<file path="src/rtl/mips_pkg.sv">
// Shared definitions for the MIPS boot/run sequencer and anything that models the core.
package mips_pkg;

   localparam int         NUM_REGS   = 32;
   localparam int         WORD_W     = 32;
   localparam logic [5:0] HLT_OPCODE = 6'b111111;

   typedef enum logic [2:0] {
      ST_IDLE,
      ST_LOAD,
      ST_RINIT,
      ST_CLEAR,
      ST_RUN,
      ST_DUMP,
      ST_DONE
   } boot_state_t;

endpackage

</file>
<file path="src/rtl/mips_boot_ctrl_if.sv">
// Host streams plus core memory / register-file ports of the boot sequencer.
interface mips_boot_ctrl_if #(
   parameter int ADDR_W = 10
);
   import mips_pkg::*;

   logic              in_valid;
   logic              in_ready;
   logic [WORD_W-1:0] in_data;

   logic              mem_we;
   logic [ADDR_W-1:0] mem_addr;
   logic [WORD_W-1:0] mem_wdata;

   logic              rf_we;
   logic [4:0]        rf_addr;
   logic [WORD_W-1:0] rf_wdata;
   logic [4:0]        rf_raddr;
   logic [WORD_W-1:0] rf_rdata;

   logic              out_valid;
   logic              out_ready;
   logic [WORD_W-1:0] out_data;
   logic              out_last;

   modport master (
      input  in_valid, in_data, rf_rdata, out_ready,
      output in_ready, mem_we, mem_addr, mem_wdata,
             rf_we, rf_addr, rf_wdata, rf_raddr,
             out_valid, out_data, out_last
   );

   modport slave (
      output in_valid, in_data, rf_rdata, out_ready,
      input  in_ready, mem_we, mem_addr, mem_wdata,
             rf_we, rf_addr, rf_wdata, rf_raddr,
             out_valid, out_data, out_last
   );

endinterface

</file>
<file path="src/rtl/mips_boot_ctrl.sv">
// Loads a program, initialises the register bank, runs the core until HLT or
// timeout, then streams the register bank back to the host.
module mips_boot_ctrl
   import mips_pkg::*;
#(
   parameter int ADDR_W         = 10,
   parameter int DUMP_CNT       = 32,
   parameter int REG_INIT_INDEX = 1,
   parameter int MAX_CYCLES     = 4096
)(
   input  logic              clk1,
   input  logic              rst,
   input  logic              start,
   input  logic [ADDR_W:0]   prog_len,
   mips_boot_ctrl_if.master  bus,
   output logic              core_hold,
   output logic              core_clr,
   input  logic              core_halted,
   output logic              busy,
   output logic              done,
   output logic              timeout,
   output logic [31:0]       run_cycles
);

   localparam int          LCW       = ADDR_W + 1;
   localparam logic [5:0]  LAST_IDX  = 6'(DUMP_CNT - 1);
   localparam logic [5:0]  LAST_REG  = 6'(NUM_REGS - 1);
   localparam logic [31:0] RUN_LIMIT = 32'(MAX_CYCLES - 1);

   boot_state_t     state_q, state_d;
   logic [5:0]      idx_q, idx_d;
   logic [LCW-1:0]  prog_len_q, prog_len_d;
   logic            timeout_q, timeout_d;
   logic [31:0]     run_cycles_q, run_cycles_d;

   logic            start_ok;
   logic            in_hs;
   logic            load_last;
   logic [LCW-1:0]  load_cnt;

   assign start_ok  = start && ((state_q == ST_IDLE) || (state_q == ST_DONE));
   assign in_hs     = (state_q == ST_LOAD) && bus.in_valid;
   assign load_last = in_hs && ((load_cnt + LCW'(1)) == prog_len_q);

   // The 6-bit index can only address the program when memory is tiny.
   generate
      if (ADDR_W > 5) begin : g_wide_load
         logic [LCW-1:0] load_cnt_q, load_cnt_d;

         always_comb begin
            load_cnt_d = load_cnt_q;
            if (start_ok) begin
               load_cnt_d = '0;
            end else if (in_hs) begin
               load_cnt_d = load_cnt_q + LCW'(1);
            end
         end

         always_ff @(posedge clk1 or posedge rst) begin
            if (rst) begin
               load_cnt_q <= '0;
            end else begin
               load_cnt_q <= load_cnt_d;
            end
         end

         assign load_cnt = load_cnt_q;
      end else begin : g_shared_load
         assign load_cnt = LCW'(idx_q);
      end
   endgenerate

   always_comb begin
      state_d       = state_q;
      idx_d         = idx_q;
      prog_len_d    = prog_len_q;
      timeout_d     = timeout_q;
      run_cycles_d  = run_cycles_q;
      bus.in_ready  = 1'b0;
      bus.mem_we    = 1'b0;
      bus.mem_addr  = '0;
      bus.mem_wdata = '0;
      bus.rf_we     = 1'b0;
      bus.rf_addr   = '0;
      bus.rf_wdata  = '0;
      bus.rf_raddr  = '0;
      bus.out_valid = 1'b0;
      bus.out_data  = '0;
      bus.out_last  = 1'b0;
      core_hold     = 1'b1;
      core_clr      = 1'b0;

      case (state_q)
         ST_IDLE, ST_DONE: begin
            if (start) begin
               prog_len_d   = prog_len;
               timeout_d    = 1'b0;
               run_cycles_d = '0;
               idx_d        = '0;
               state_d      = (prog_len != '0) ? ST_LOAD : ST_RINIT;
            end
         end
         ST_LOAD: begin
            bus.in_ready  = 1'b1;
            bus.mem_we    = bus.in_valid;
            bus.mem_addr  = load_cnt[ADDR_W-1:0];
            bus.mem_wdata = bus.in_data;
            if (load_last) begin
               idx_d   = '0;
               state_d = ST_RINIT;
            end else if (in_hs) begin
               idx_d = idx_q + 6'd1;
            end
         end
         ST_RINIT: begin
            bus.rf_we    = 1'b1;
            bus.rf_addr  = idx_q[4:0];
            bus.rf_wdata = (REG_INIT_INDEX != 0) ? {26'b0, idx_q} : '0;
            if (idx_q == LAST_REG) begin
               idx_d   = '0;
               state_d = ST_CLEAR;
            end else begin
               idx_d = idx_q + 6'd1;
            end
         end
         ST_CLEAR: begin
            core_clr = 1'b1;
            state_d  = ST_RUN;
         end
         ST_RUN: begin
            core_hold = 1'b0;
            if (core_halted) begin
               idx_d   = '0;
               state_d = ST_DUMP;
            end else begin
               if (run_cycles_q != '1) begin
                  run_cycles_d = run_cycles_q + 32'd1;
               end
               if (run_cycles_d >= RUN_LIMIT) begin
                  timeout_d = 1'b1;
                  idx_d     = '0;
                  state_d   = ST_DUMP;
               end
            end
         end
         ST_DUMP: begin
            bus.rf_raddr  = idx_q[4:0];
            bus.out_valid = 1'b1;
            bus.out_data  = bus.rf_rdata;
            bus.out_last  = (idx_q == LAST_IDX);
            if (bus.out_ready) begin
               if (idx_q == LAST_IDX) begin
                  idx_d   = '0;
                  state_d = ST_DONE;
               end else begin
                  idx_d = idx_q + 6'd1;
               end
            end
         end
         default: begin
            state_d = ST_IDLE;
         end
      endcase
   end

   always_ff @(posedge clk1 or posedge rst) begin
      if (rst) begin
         state_q      <= ST_IDLE;
         idx_q        <= '0;
         prog_len_q   <= '0;
         timeout_q    <= 1'b0;
         run_cycles_q <= '0;
      end else begin
         state_q      <= state_d;
         idx_q        <= idx_d;
         prog_len_q   <= prog_len_d;
         timeout_q    <= timeout_d;
         run_cycles_q <= run_cycles_d;
      end
   end

   assign busy       = (state_q != ST_IDLE) && (state_q != ST_DONE);
   assign done       = (state_q == ST_DONE);
   assign timeout    = timeout_q;
   assign run_cycles = run_cycles_q;

endmodule

</file>
<file path="src/flat_wrapper.sv">
// flat-port wrapper written by rule: the top's interface ports become plain ports
module mips_boot_ctrl_flat import mips_pkg::*;
#(
   parameter int ADDR_W         = 10,
   parameter int DUMP_CNT       = 32,
   parameter int REG_INIT_INDEX = 1,
   parameter int MAX_CYCLES     = 4096
)
  (clk1, rst, start, prog_len, core_hold, core_clr, core_halted, busy, done, timeout, run_cycles, bus_in_valid, bus_in_data, bus_rf_rdata, bus_out_ready, bus_in_ready, bus_mem_we, bus_mem_addr, bus_mem_wdata, bus_rf_we, bus_rf_addr, bus_rf_wdata, bus_rf_raddr, bus_out_valid, bus_out_data, bus_out_last);
  mips_boot_ctrl_if #(.ADDR_W(ADDR_W)) bus_i ();
  input  logic clk1;
  input  logic rst;
  input  logic start;
  input  logic [ADDR_W:0] prog_len;
  output logic core_hold;
  output logic core_clr;
  input  logic core_halted;
  output logic busy;
  output logic done;
  output logic timeout;
  output logic [31:0] run_cycles;
  input wire logic [$bits(bus_i.in_valid)-1:0] bus_in_valid;
  input wire logic [$bits(bus_i.in_data)-1:0] bus_in_data;
  input wire logic [$bits(bus_i.rf_rdata)-1:0] bus_rf_rdata;
  input wire logic [$bits(bus_i.out_ready)-1:0] bus_out_ready;
  output wire logic [$bits(bus_i.in_ready)-1:0] bus_in_ready;
  output wire logic [$bits(bus_i.mem_we)-1:0] bus_mem_we;
  output wire logic [$bits(bus_i.mem_addr)-1:0] bus_mem_addr;
  output wire logic [$bits(bus_i.mem_wdata)-1:0] bus_mem_wdata;
  output wire logic [$bits(bus_i.rf_we)-1:0] bus_rf_we;
  output wire logic [$bits(bus_i.rf_addr)-1:0] bus_rf_addr;
  output wire logic [$bits(bus_i.rf_wdata)-1:0] bus_rf_wdata;
  output wire logic [$bits(bus_i.rf_raddr)-1:0] bus_rf_raddr;
  output wire logic [$bits(bus_i.out_valid)-1:0] bus_out_valid;
  output wire logic [$bits(bus_i.out_data)-1:0] bus_out_data;
  output wire logic [$bits(bus_i.out_last)-1:0] bus_out_last;
  assign bus_i.in_valid = bus_in_valid;
  assign bus_i.in_data = bus_in_data;
  assign bus_i.rf_rdata = bus_rf_rdata;
  assign bus_i.out_ready = bus_out_ready;
  assign bus_in_ready = bus_i.in_ready;
  assign bus_mem_we = bus_i.mem_we;
  assign bus_mem_addr = bus_i.mem_addr;
  assign bus_mem_wdata = bus_i.mem_wdata;
  assign bus_rf_we = bus_i.rf_we;
  assign bus_rf_addr = bus_i.rf_addr;
  assign bus_rf_wdata = bus_i.rf_wdata;
  assign bus_rf_raddr = bus_i.rf_raddr;
  assign bus_out_valid = bus_i.out_valid;
  assign bus_out_data = bus_i.out_data;
  assign bus_out_last = bus_i.out_last;
  mips_boot_ctrl #(.ADDR_W(ADDR_W), .DUMP_CNT(DUMP_CNT), .REG_INIT_INDEX(REG_INIT_INDEX), .MAX_CYCLES(MAX_CYCLES)) u_core (.clk1(clk1), .rst(rst), .start(start), .prog_len(prog_len), .bus(bus_i), .core_hold(core_hold), .core_clr(core_clr), .core_halted(core_halted), .busy(busy), .done(done), .timeout(timeout), .run_cycles(run_cycles));
endmodule
</file>
<file path="config.mk">
export PLATFORM = sky130hd
export DESIGN_NAME = mips_boot_ctrl_flat
export DESIGN_NICKNAME = d
export VERILOG_FILES = /design/src/rtl/mips_pkg.sv /design/src/rtl/mips_boot_ctrl_if.sv /design/src/rtl/mips_boot_ctrl.sv /design/src/flat_wrapper.sv
export SDC_FILE = /design/constraint.sdc
export NUM_CORES = 1
export LEC_CHECK = 0
export CAP_MARGIN = 20
export CORE_UTILIZATION = 38
export CTS_CLUSTER_DIAMETER = 50
export CTS_CLUSTER_SIZE = 25
export DETAILED_ROUTE_END_ITERATION = 8
export PLACE_DENSITY = 0.74
export SETUP_SLACK_MARGIN = 0.5
export SLEW_MARGIN = 30
export SYNTH_ARGS = -nofsm -noshare
export SYNTH_HDL_FRONTEND = slang
export SYNTH_SLANG_ARGS = --single-unit
</file>
<file path="constraint.sdc">
create_clock -name clk1 -period 7 [get_ports clk1]
set_clock_uncertainty 0.1 [all_clocks]
set_input_delay 0.7 -clock clk1 [delete_from_list [all_inputs] [get_ports clk1]]
set_output_delay 0.7 -clock clk1 [all_outputs]
set_load 0.01 [all_outputs]
</file>
# Yosys cells after proc, flatten, opt, wreduce, memory -nomap -nowiden
# Cells that the tools add are included.
[totals]
mem_bits_rw = 0
inputBits = 81
romBits = 0
n_memories = 0
ff_bits = 64
output_inout_bits = 158
latch_bits = 0
[classes]
div_mod_pow = 0
magnitude_cmp = 1
addsub = 3
shifts = 0
mul = 0
bitwise_logic = 0
muxes = 42
n_eq_ne = 19
n_reduce_logical = 17
[op_table]
columns = ["operator", "n"]
rows = [
  ["two-way mux 32 bit", 7],
  ["one-hot mux 32 bit (2 select lines)", 1],
  ["two-way mux 6 bit", 8],
  ["adder 32 x 1 -> 32 bit, second input constant", 1],
  [">= comparator 32 x 12 -> 1 bit, second input constant", 1],
  ["inequality test 32 bit, second input constant", 1],
  ["one-hot mux 6 bit (5 select lines)", 1],
  ["two-way mux 11 bit", 2],
  ["two-way mux 3 bit", 7],
  ["one-hot mux 3 bit (6 select lines)", 1],
  ["adder 11 x 1 -> 11 bit, second input constant", 1],
  ["== test 11 bit", 1],
  ["nonzero test 11 bit", 1],
  ["two-way mux 1 bit", 10],
  ["two-way mux 10 bit", 1],
  ["two-way mux 5 bit", 2],
  ["== test 3 bit, second input constant", 3],
  ["inequality test 2 x 1 -> 1 bit, second input constant", 4],
  ["adder 6 x 1 -> 6 bit, second input constant", 1],
  ["== test 3 x 2 -> 1 bit, second input constant", 2],
  ["== test 6 x 5 -> 1 bit, second input constant", 1],
  ["inequality test 2 bit, second input constant", 3],
  ["AND reduction 6 bit", 1],
  ["AND reduction 5 bit", 1],
  ["16 further kinds", 20],
]

# Depth between registers and ports, before layout
# Gate-level depths: netlist (run 1).
[depth]
depth_word = 8
depth_mapped = 11
depth_no_buf = 10

# Worst setup path after synthesis (run 1)
# No wires, ideal clock.
[synth_timing]
kind = "flip-flop to flip-flop"
start = "register u_core.run_cycles_q[0] (netlist: u_core.run_cycles[0])"
end = "register u_core.idx_q[1]"
arrival_time_ns = 3.204
path_stages_with_launch = 11
n_path_buf = 0
setup_slack_ns = 3.617
required_time_ns = 6.821
setup_ns = 0.079
cell_sequence = "dfrtp_1 -> ha_1 -> inv_2 -> nor4_4 -> and3_1 -> mux2_2 -> or4_4 -> nor4_4 -> nand2_1 -> o21ai_2 -> mux2i_1"
[synth_via]
elab_chain_len = 7
elab_cells_between_ends = 8
cone_classes = "1 x add/sub; 1 x order compare; 2 x eq/ne; 3 x mux; 1 x reduce/logical"
[synth_rtl]
columns = ["element", "line", "source"]
rows = [
  ["start, declared", "mips_boot_ctrl.sv:34", "logic [31:0] run_cycles_q, run_cycles_d;"],
  ["start signal, assigned", "mips_boot_ctrl.sv:178", "run_cycles_q <= run_cycles_d;"],
  ["adder 32 x 1 -> 32 bit / inequality test 32 bit (equally long branches)", "mips_boot_ctrl.sv:137, mips_boot_ctrl.sv:136", ""],
  ["two-way mux 32 bit *", "mips_boot_ctrl.sv:136", "if (run_cycles_q != '1) begin"],
  ["two-way mux 32 bit *", "mips_boot_ctrl.sv:132", "if (core_halted) begin"],
  ["two-way mux 32 bit *", "mips_boot_ctrl.sv:93", "case (state_q)"],
  [">= comparator 32 x 12 -> 1 bit *", "mips_boot_ctrl.sv:139", "if (run_cycles_d >= RUN_LIMIT) begin"],
  ["inequality test 3 x 2 -> 1 bit (no line) *", "n/a", ""],
  ["AND reduction 5 bit (no line) *", "n/a", ""],
  ["end signal, assigned", "mips_boot_ctrl.sv:175", "idx_q <= idx_d;"],
  ["end, declared", "mips_boot_ctrl.sv:31", "logic [5:0] idx_q, idx_d;"],
]
# Mark *: on every way between the ends. The rest lies on a longest branch, timed or not. The select of a mux whose other input is x is not followed.
# A chain may end at the register's enable or synchronous reset.

# Worst setup path in the final report (run 1)
# Ends and elaborated chain as after synthesis.

==> results of run 1 <==
-- flip-flops by register name, indices dropped and copies added, names as in the netlist --
signal / count
u_core.timeout: 1
u_core.prog_len_q: 11
u_core.g_wide_load.load_cnt_q: 11
u_core.state_q: 3
u_core.run_cycles: 32
u_core.idx_q: 6
-- area by class of cell --
class / count / area, sq um
Fill cell: 1269 / 5730
Inverter: 14 / 52.6
Timing Repair Buffer: 216 / 2150
Tap cell: 176 / 220
Multi-Input combinational cell: 539 / 3270
Clock inverter: 7 / 96.3
Clock buffer: 9 / 225
Sequential cell: 64 / 1600
-- layout by cell type (no fill, tap or decap), types with 4 or more instances in the layout --
master / count
a21oi_1: 20
clkbuf_16: 9
clkdlybuf4s50_1: 212
and3_1: 89
nor2_1: 39
xor2_1: 7
or2_2: 4
nand4_1: 9
conb_1: 26
nor4_1: 11
buf_4: 4
and2_1: 10
nor3_1: 15
o21ai_0: 53
dfrtp_1: 64
inv_2: 4
inv_1: 9
nand2_1: 85
xnor2_1: 12
or3_1: 6
mux2i_1: 6
and4_1: 6
a211o_1: 4
o211ai_1: 4
a21o_1: 4
o31ai_1: 14
a31oi_1: 13
nand3_1: 27
-- metrics by stage --
step | total power [uW] | std cells | area, sq um
final | 2000 | 1025 | 7620
after global routing | 2130 | 1025 | 7620
after CTS | 2000 | 1025 | 7610
after detailed placement | 1510 | 1009 | 7290
after global placement | 1500 | 1009 | 7290
after floorplan | 1100 | 700 | 5350
-- critical path, delay by kind of cell (launching register included) --
kind	cells	cell delay, ns
AND/OR/NAND/NOR	5	1.88
multiplexers	2	0.56
flip-flops	1	0.44
adder cells (fa/ha/maj)	1	0.35
AO/OA/AOI/OAI	1	0.28
buffers and inverters	1	0.13
-- power breakdown --
part | total, uW | internal, uW | switching, uW
logic | 991 | 451 | 540
clock network | 488 | 312 | 176
registers | 519 | 433 | 86.0
total | 2000 | 1200 | 802
-- kinds of logic after synthesis --
logic type | share of synthesized area
compound gates | 0.188
xor+xnor | 0.0448
fa+ha+maj | 0.00715
buf+inv | 0.0924
flops | 0.305
mux | 0.0157
other cells | 0.000714
simple gates | 0.346
-- routing by layer --
metal  track usage  wire length [um]  vias up
li1              -                 -     2751
met1         0.326              7510     2697
met2         0.395              8360      257
met3        0.0423              1380       27
met4        0.0742               286        0
met5             0                 0        -
-- how the worst max path moves through the flow --
stage,endpoint,slack [ns],cells after the start,startpoint
6_report,u_core.idx_q[1],3.19,10,u_core.run_cycles[0]
3_3_place_gp,u_core.state_q[0],3.06,9,bus_in_valid
2_1_floorplan,u_core.idx_q[1],3.62,10,u_core.run_cycles[0]
5_1_grt,u_core.idx_q[1],3.02,10,u_core.run_cycles[0]
3_5_place_dp,u_core.state_q[0],3.00,9,bus_in_valid
4_1_cts,u_core.idx_q[1],3.19,10,u_core.run_cycles[0]
==> summary.md, run 1 <==
| Metric | Value |
|---|---|
| P&R area growth vs syn | 45.0% |
| Top cells by area, synth | dfrtp_1 (30%), and3_1 (11%), nand2_1 (6.1%), o21ai_0 (5.1%), buf_4 (4.4%) |
| Yosys Warn Count | 0 |
| I/O Buffers | 212 |
| Yosys reg bits | 64 |
| Data required time of the worst path | 7.16 ns |
| Clk_lat worst skew | 0.33 ns |
| Critical Path End Type | flop |
| Tot GR Track Use | 0.242 |
| Post-synth ARST share | 1.00 |
| Post-Syn Instances | 675 |
| Share of the synthesized area in the top cell type | 0.305 |
| GRT overflow | 0 |
| Final GP Congestion | 0.951 |
| Row count | 42 |
| Cell taking the most area after synthesis | dfrtp_1 |
| Slowest cell on the critical path | nor4_4 |
| CTS max path bufs | 2 |
| Cell variety after synth | 79 |
| Starting DRT DRC Count | 331 |
| Final wirelength | 17500 um |
| Cts repair resizes | 0 |
| Clk pin slew, worst setup/hold paths | 0.06 ns |
| Worst path cell trace | ha_1, inv_2, nor4_4, and3_1, mux2_2, or4_4, nor4_4, nand2_1, o21ai_2, mux2i_1 |
| Register area share after synthesis | 0.305 |
| Post-synth EDFFs | 0 |
| Max Slew Vio Count | 0 |
| Top cell by count, worst path | nor4_4 |
| TNS Setup | 0 ns |
| Setup bufs post-CTS | 0 |
| Post-place setup slack | 3.00 ns |
| Die Ht | 120 um |
| Post-layout util | 0.571 |
| Starting density of the core | 0.394 |
| Crit Path Category | flop to flop |
| Reg2reg path depth | 10 |
| Final hold slack | 0.399 ns |
| Worst-margin pin slew | 0.895 ns |
| Crit path DAT | 3.97 ns |
| Synth cell count leaders | and3_1 (89), nand2_1 (85), dfrtp_1 (64) |
| FMAX | 262 MHz |
| Minimum clock period | 3.81 ns |
| Peak supply drop | 157 uV |
| Power density cells | 262 mW/mm^2 |
| Drt via density | 5.59 |
| Crit start category | flop |
| Ports | 239 |
| Max-Cap Viols | 0 |
| Crit share post-route | 0.545 |
| Final worst slack | 3.19 ns |
| Endpoints failing setup | 0 |
| Die Footprint | 0.0143 sq mm |
| Drt first pass iters | 5 |
| Final HPWL DP | 12800 um |
| Hold depth | 2 |
| RR Startpoint | u_core.run_cycles[0] |
| Hold-fix buffers, CTS | 0 |
| Worst reg2reg path endpoint | u_core.idx_q[1] |
| Post-route ant nets | 0 |
| Slew HR | 0.402 |
| Largest net degree at the start of global routing | 81 |
| CTS tree | yes |
| NumNets Final | 928 |
| Vias in the first global route | 5170 |
| Cts bufs inserted | 9 |
| Hold Crit Class | flop to flop |
| Initial antenna violation count | 0 |
| Outcome | finished, final reports clean |
| Syn Area/Cell | 7.78 sq um |
| Hold Path Sink | u_core.prog_len_q[1] |
| Root Driver | clkbuf_16 |
| Mean routed wirelength per cell | 17.1 um |
| H-tree Lvls | 3 |
| Residual DRC | 0 |
| RSZ-0062 raised after global routing | no |
| Fraction of layout instances using a drive strength above 1 | 0.0589 |
| CTS Sinks | 64 |
| Post-synth design cell area | 0.00525 sq mm |
| R2r setup slk | 3.19 ns |
| Endpoints failing hold | 0 |
| First-pass GRT wire length | 27700 um |
| Top_reg_cell synth | dfrtp_1 |
| Count leader, synth | and3_1 |
| Antenna diodes | 0 |
| Crit-path max FO | 9 |
| Die Width | 120 um |
| CORE AREA | 0.0133 sq mm |
| HP Start | u_core.prog_len_q[1] |
| Max incr delay on CP | 0.56 ns |
| Leakage | 0.00330 uW |
| Vias post-DR | 5732 |
Note: power is estimated with default switching activity, not from simulation.
==> run 2, diff against run 1 <==
Clock period 7 ns to 3.8 ns, I/O delays scaled along.
==> summary.md, run 2 (same netlist as run 1, synthesis figures left out) <==
| Metric | Value |
|---|---|
| Outcome | finished, final reports clean |
| Final GP Congestion | 0.991 |
| Crit path DAT | 3.41 ns |
| Drt via density | 5.52 |
| CTS tree | yes |
| Beginning of the critical path | u_core.run_cycles[1] |
| Area taken by multi-input logic gates | 0.00340 sq mm |
| P_sw | 1500 uW |
| H-tree Lvls | 3 |
| Starting density of the core | 0.394 |
| Row count | 42 |
| Post-route ant nets | 0 |
| Most frequent cells in the layout | clkdlybuf4s50_1 (212), and3_1 (88), nand2_1 (84) |
| TNS Setup | 0 ns |
| Endpoints failing setup | 0 |
| Non-Filler Instances | 1048 |
| RR Startpoint | u_core.run_cycles[1] |
| Starting DRT DRC Count | 377 |
| First-pass GRT wire length | 28100 um |
| Critical Path End Type | flop |
| Crit share post-route | 0.855 |
| Data required time of the worst path | 3.96 ns |
| Cell total after placement | 1028 |
| CORE AREA | 0.0133 sq mm |
| Register Area | 0.00161 sq mm |
| Reg power frac | 0.254 |
| NumNets Final | 951 |
| Die Footprint | 0.0143 sq mm |
| Slew HR | 0.484 |
| Post-layout util | 0.596 |
| Crit start category | flop |
| Cell area after layout | 0.00795 sq mm |
| Vias in the first global route | 5217 |
| CTS Sinks | 64 |
| GRT overflow | 0 |
| I/O Buffers | 212 |
| P&R area growth vs syn | 51.4% |
| Max Slew Vio Count | 0 |
| Internal power | 2300 uW |
| Die Width | 120 um |
| Hold Crit Class | input pin to asynchronous set/reset pin |
| Worst reg2reg path endpoint | u_core.idx_q[1] |
| Crit Path Category | flop to flop |
| Hold-fix buffers, CTS | 0 |
| FMAX | 308 MHz |
| Tot GR Track Use | 0.248 |
| Mean routed wirelength per cell | 17.2 um |
| Max-Cap Viols | 0 |
| Leading cell type in the layout, fill and taps excluded | clkdlybuf4s50_1 |
| Post-place setup slack | 0.159 ns |
| Worst-margin pin slew | 0.773 ns |
| Residual DRC | 0 |
| Cts bufs inserted | 9 |
| Leakage | 0.00343 uW |
| Final worst slack | 0.552 ns |
| Initial antenna violation count | 0 |
| Sw Share | 0.395 |
| Clk pwr share | 0.244 |
| Clk pin slew, worst setup/hold paths | 0.06 ns |
| Drt first pass iters | 5 |
| Die Ht | 120 um |
| # fillers | 1198 |
| Ports | 239 |
| Antenna diodes | 0 |
| Largest net degree at the start of global routing | 54 |
| Endpoints failing hold | 0 |
| Power density cells | 478 mW/mm^2 |
| Vias post-DR | 5790 |
| Minimum clock period | 3.25 ns |
| CTS max path bufs | 2 |
| Final wirelength | 18000 um |
| DP Area | 0.00745 sq mm |
| Reg2reg path depth | 10 |
| Largest register FFs | 32 |
| Power share of the combinational group | 0.501 |
| RSZ-0062 raised after global routing | yes |
| Final HPWL DP | 13300 um |
| Peak supply drop | 199 uV |
| Crit-path max FO | 7 |
| Fraction of layout instances using a drive strength above 1 | 0.107 |
| R2r setup slk | 0.55 ns |
| Clk_lat worst skew | 0.34 ns |
| Root Driver | clkbuf_16 |
run 2: cell types whose count changed in the layout (fill, tap and decap cells not counted), moves of 3 or more:
cell / change
nor4_2: +3
nor4_1: -4
buf_4: +23
dfrtp_1: -10
dfrtp_2: +10
run 2: worst max-delay path by stage:
stage,end,slack [ns]
6_report,u_core.idx_q[1],0.55
5_1_grt,u_core.idx_q[1],0.43
4_1_cts,u_core.idx_q[1],0.47
3_5_place_dp,u_core.idx_q[1],0.16
3_3_place_gp,u_core.idx_q[1],0.24
2_1_floorplan,u_core.idx_q[1],0.50
run 2: timing repair:
item                       CTS  global route
resized for setup            6            22
buffers inserted             2             2
setup endpoints to repair    9             9
pin swaps                    2             4
run 2: layout make-up:
| cell class | count | area share |
|---|---|---|
| Timing Repair Buffer | 239 | 0.292 |
| Clock buffer | 12 | 0.0323 |
| Tap cell | 176 | 0.0277 |
| Sequential cell | 64 | 0.203 |
| Multi-Input combinational cell | 539 | 0.428 |
| Inverter | 14 | 0.00692 |
| Clock inverter | 4 | 0.00960 |
run 2: through the flow:
step | power, uW | hold WS (ns)
2_1_floorplan | 2020 | 0.357
3_3_place_gp | 2810 | 0.384
3_5_place_dp | 2830 | 0.400
4_1_cts | 3780 | 0.414
5_1_grt | 4030 | 0.434
6_report | 3800 | 0.380
run 2: worst max-delay path, cell delays in order, from the launching register on:
cell and delay (ns):
dfrtp_1 0.40, ha_2 0.21, inv_2 0.08, or4_4 0.63, nor3_4 0.22, a21oi_1 0.12, or4_4 0.54, nor4_4 0.31
nand2_2 0.15, o21ai_4 0.22, mux2i_1 0.20
run 2: power by group through the flow:
stage	registers, uW	logic, uW	clock network [uW]
floorplan	898	1120	0
global placement	961	1850	0
detailed placement	966	1860	0
CTS	955	1880	942
global route	990	2060	979
finish	966	1900	928
run 2: layer usage:
metal  vias to the layer above  global-route usage  wire length (um)
met1                      2747               0.324              7730
li1                       2787                   -                 -
met4                         0              0.0742               361
met3                        31              0.0551              1260
met2                       225               0.409              8640
met5                         -                   0                 0
==> run 3, diff against run 2 <==
Settings changed: ABC_CLOCK_PERIOD_IN_PS set to 3800.
==> results of run 3 <==
The final DEF is identical to that of run 2; final timing and power are the same.
==> patch: new RTL, flow settings as in run 2 <==
`REG_INIT_INDEX` is set to 1 in 2 places; all go to 0.
--- a/src/rtl/mips_boot_ctrl.sv
+++ b/src/rtl/mips_boot_ctrl.sv
@@ -6,5 +6,5 @@
    parameter int ADDR_W         = 10,
    parameter int DUMP_CNT       = 32,
-   parameter int REG_INIT_INDEX = 1,
+   parameter int REG_INIT_INDEX = 0,
    parameter int MAX_CYCLES     = 4096
 )(
--- a/src/flat_wrapper.sv
+++ b/src/flat_wrapper.sv
@@ -4,5 +4,5 @@
    parameter int ADDR_W         = 10,
    parameter int DUMP_CNT       = 32,
-   parameter int REG_INIT_INDEX = 1,
+   parameter int REG_INIT_INDEX = 0,
    parameter int MAX_CYCLES     = 4096
 )
Check against the original RTL: not equivalent (Yosys sat finds a counterexample within 4 cycles, from zero or initial values and one cycle with rst high).
==> patch against run 2 <==
- hold slack better by 3.7 ps
- synthesized area is 2.2% higher
- via count is 0.69% higher
- sequential power is 1% higher
- cell area is 0.13% lower
- sequential share of layout area is 0.085 points lower
- total power is 7.6% lower
- sequential cell count stayed put
- worst setup slack better by 79 ps
- wire length is 2.5% lower
- non-clock buffer count is 7 lower
- critical path depth stayed put
- maximum frequency is 2.5% higher
- core utilization is 2.1 points lower
- largest cell class unchanged
- largest power group unchanged
==> patch: results (changes against run 2) <==
| Metric | Value |
|---|---|
| Multi-input gates | 552 (+2.4%) |
| Post-Synth XOR/XNOR Area | 0.0310 (-0.0138) |
| Seq/Total Area, Yosys | 0.298 (-0.00647) |
| Iteration-0 DRC Markers | 465 (+23%) |
| Largest net degree at the start of global routing | 46 (-15%) |
| Crit-path max FO | 10 (+3) |
| Sequential cell area share | 0.202 (-0.000847) |
| Post-Route WL | 17.5 mm (-2.5%) |
| Vias in the first global route | 5162 (-1.1%) |
| Seq cells | 64 (unchanged) |
| Layout cells sized above 1 | 0.0992 (-0.00745) |
| Mux share of post-synthesis cell area | 0.0268 (+0.0111) |
| Synth Area in Adders | 0.00699 (-0.000152) |
| First-pass GRT wire length | 27.2 mm (-3.3%) |
| Clkbuf count | 11 (-1) |
| Number of port buffers | 206 (-2.8%) |
| Clock-cell share | 0.0381 (-0.00373) |
| Dpl hpwl | 12.8 mm (-3.9%) |
| Routed vias | 5830 (+0.69%) |
| Nets@finish | 957 (+0.63%) |
| Synth warn | 0 (unchanged) |
| Worst slew pin tran | 712 ps (-61.4 ps) |
| Worst slack, placed | 462 ps (+303 ps) |
| Status | finished clean |
| Placer congestion estimate | 0.920 (-7.1%) |
| # fillers | 1268 (+5.8%) |
| Post-synth top cells | 95 x and2_1, 64 x dfrtp_1, 56 x o21ai_0 |
| Relative slew slack | 0.525 (+0.0402) |
| GRT Overall Usage | 0.234 (-0.0144) |
| Minimum clock period | 3170 ps (-79.0 ps) |
| # resized after CTS | 3 (-3) |
| Synth area leaders | dfrtp_1 30%, and2_1 11%, o21ai_0 5.2%, buf_4 4.6%, nand2_1 2.9% |
| Crit path DAT | 3310 ps (-100 ps) |
| R2r endpoint | u_core.idx_q[3] |
| Static Leak | 3.11 nW (-9.5%) |
| Post-CTS Setup Bufs | 0 (-2) |
| Signal buf overhead | 0.284 (-0.00814) |
| Hold WS | 384 ps (+3.75 ps) |
| Synth Area in Compound Gates | 0.202 (+0.0140) |
| Worst IR Drop VDD | 0.338 mV (+70%) |
| Flop-to-flop setup slack | 630 ps (+80 ps) |
[patch: metrics by stage]
step | cell area, um2 | instances
5_1_grt | 7940 | 1057
3_3_place_gp | 7460 | 1029
2_1_floorplan | 5480 | 705
4_1_cts | 7780 | 1044
3_5_place_dp | 7460 | 1029
6_report | 7940 | 1057
[patch: critical path, stage by stage (launching register included)]
cell and delay [ps]:
dfrtp_1 430, ha_2 280, nand3_4 160, or4_4 610
nor3_4 260, a22oi_1 140, a22oi_2 240, nand4_4 180
or4_1 500, o311a_1 120, o31ai_1 60
[patch: report_power, final]
| group | switching, mW | internal, mW | total, mW |
|---|---|---|---|
| Clock | 0.296 | 0.568 | 0.864 |
| Sequential | 0.177 | 0.802 | 0.979 |
| Combinational | 0.813 | 0.853 | 1.67 |
| Total | 1.29 | 2.22 | 3.51 |
[patch: per-layer routing]
layer | share of wire | global-route usage
met2 | 0.49 | 0.393
met3 | 0.080 | 0.0524
met4 | 0.026 | 0.0802
met1 | 0.40 | 0.293
met5 | 0 | 0
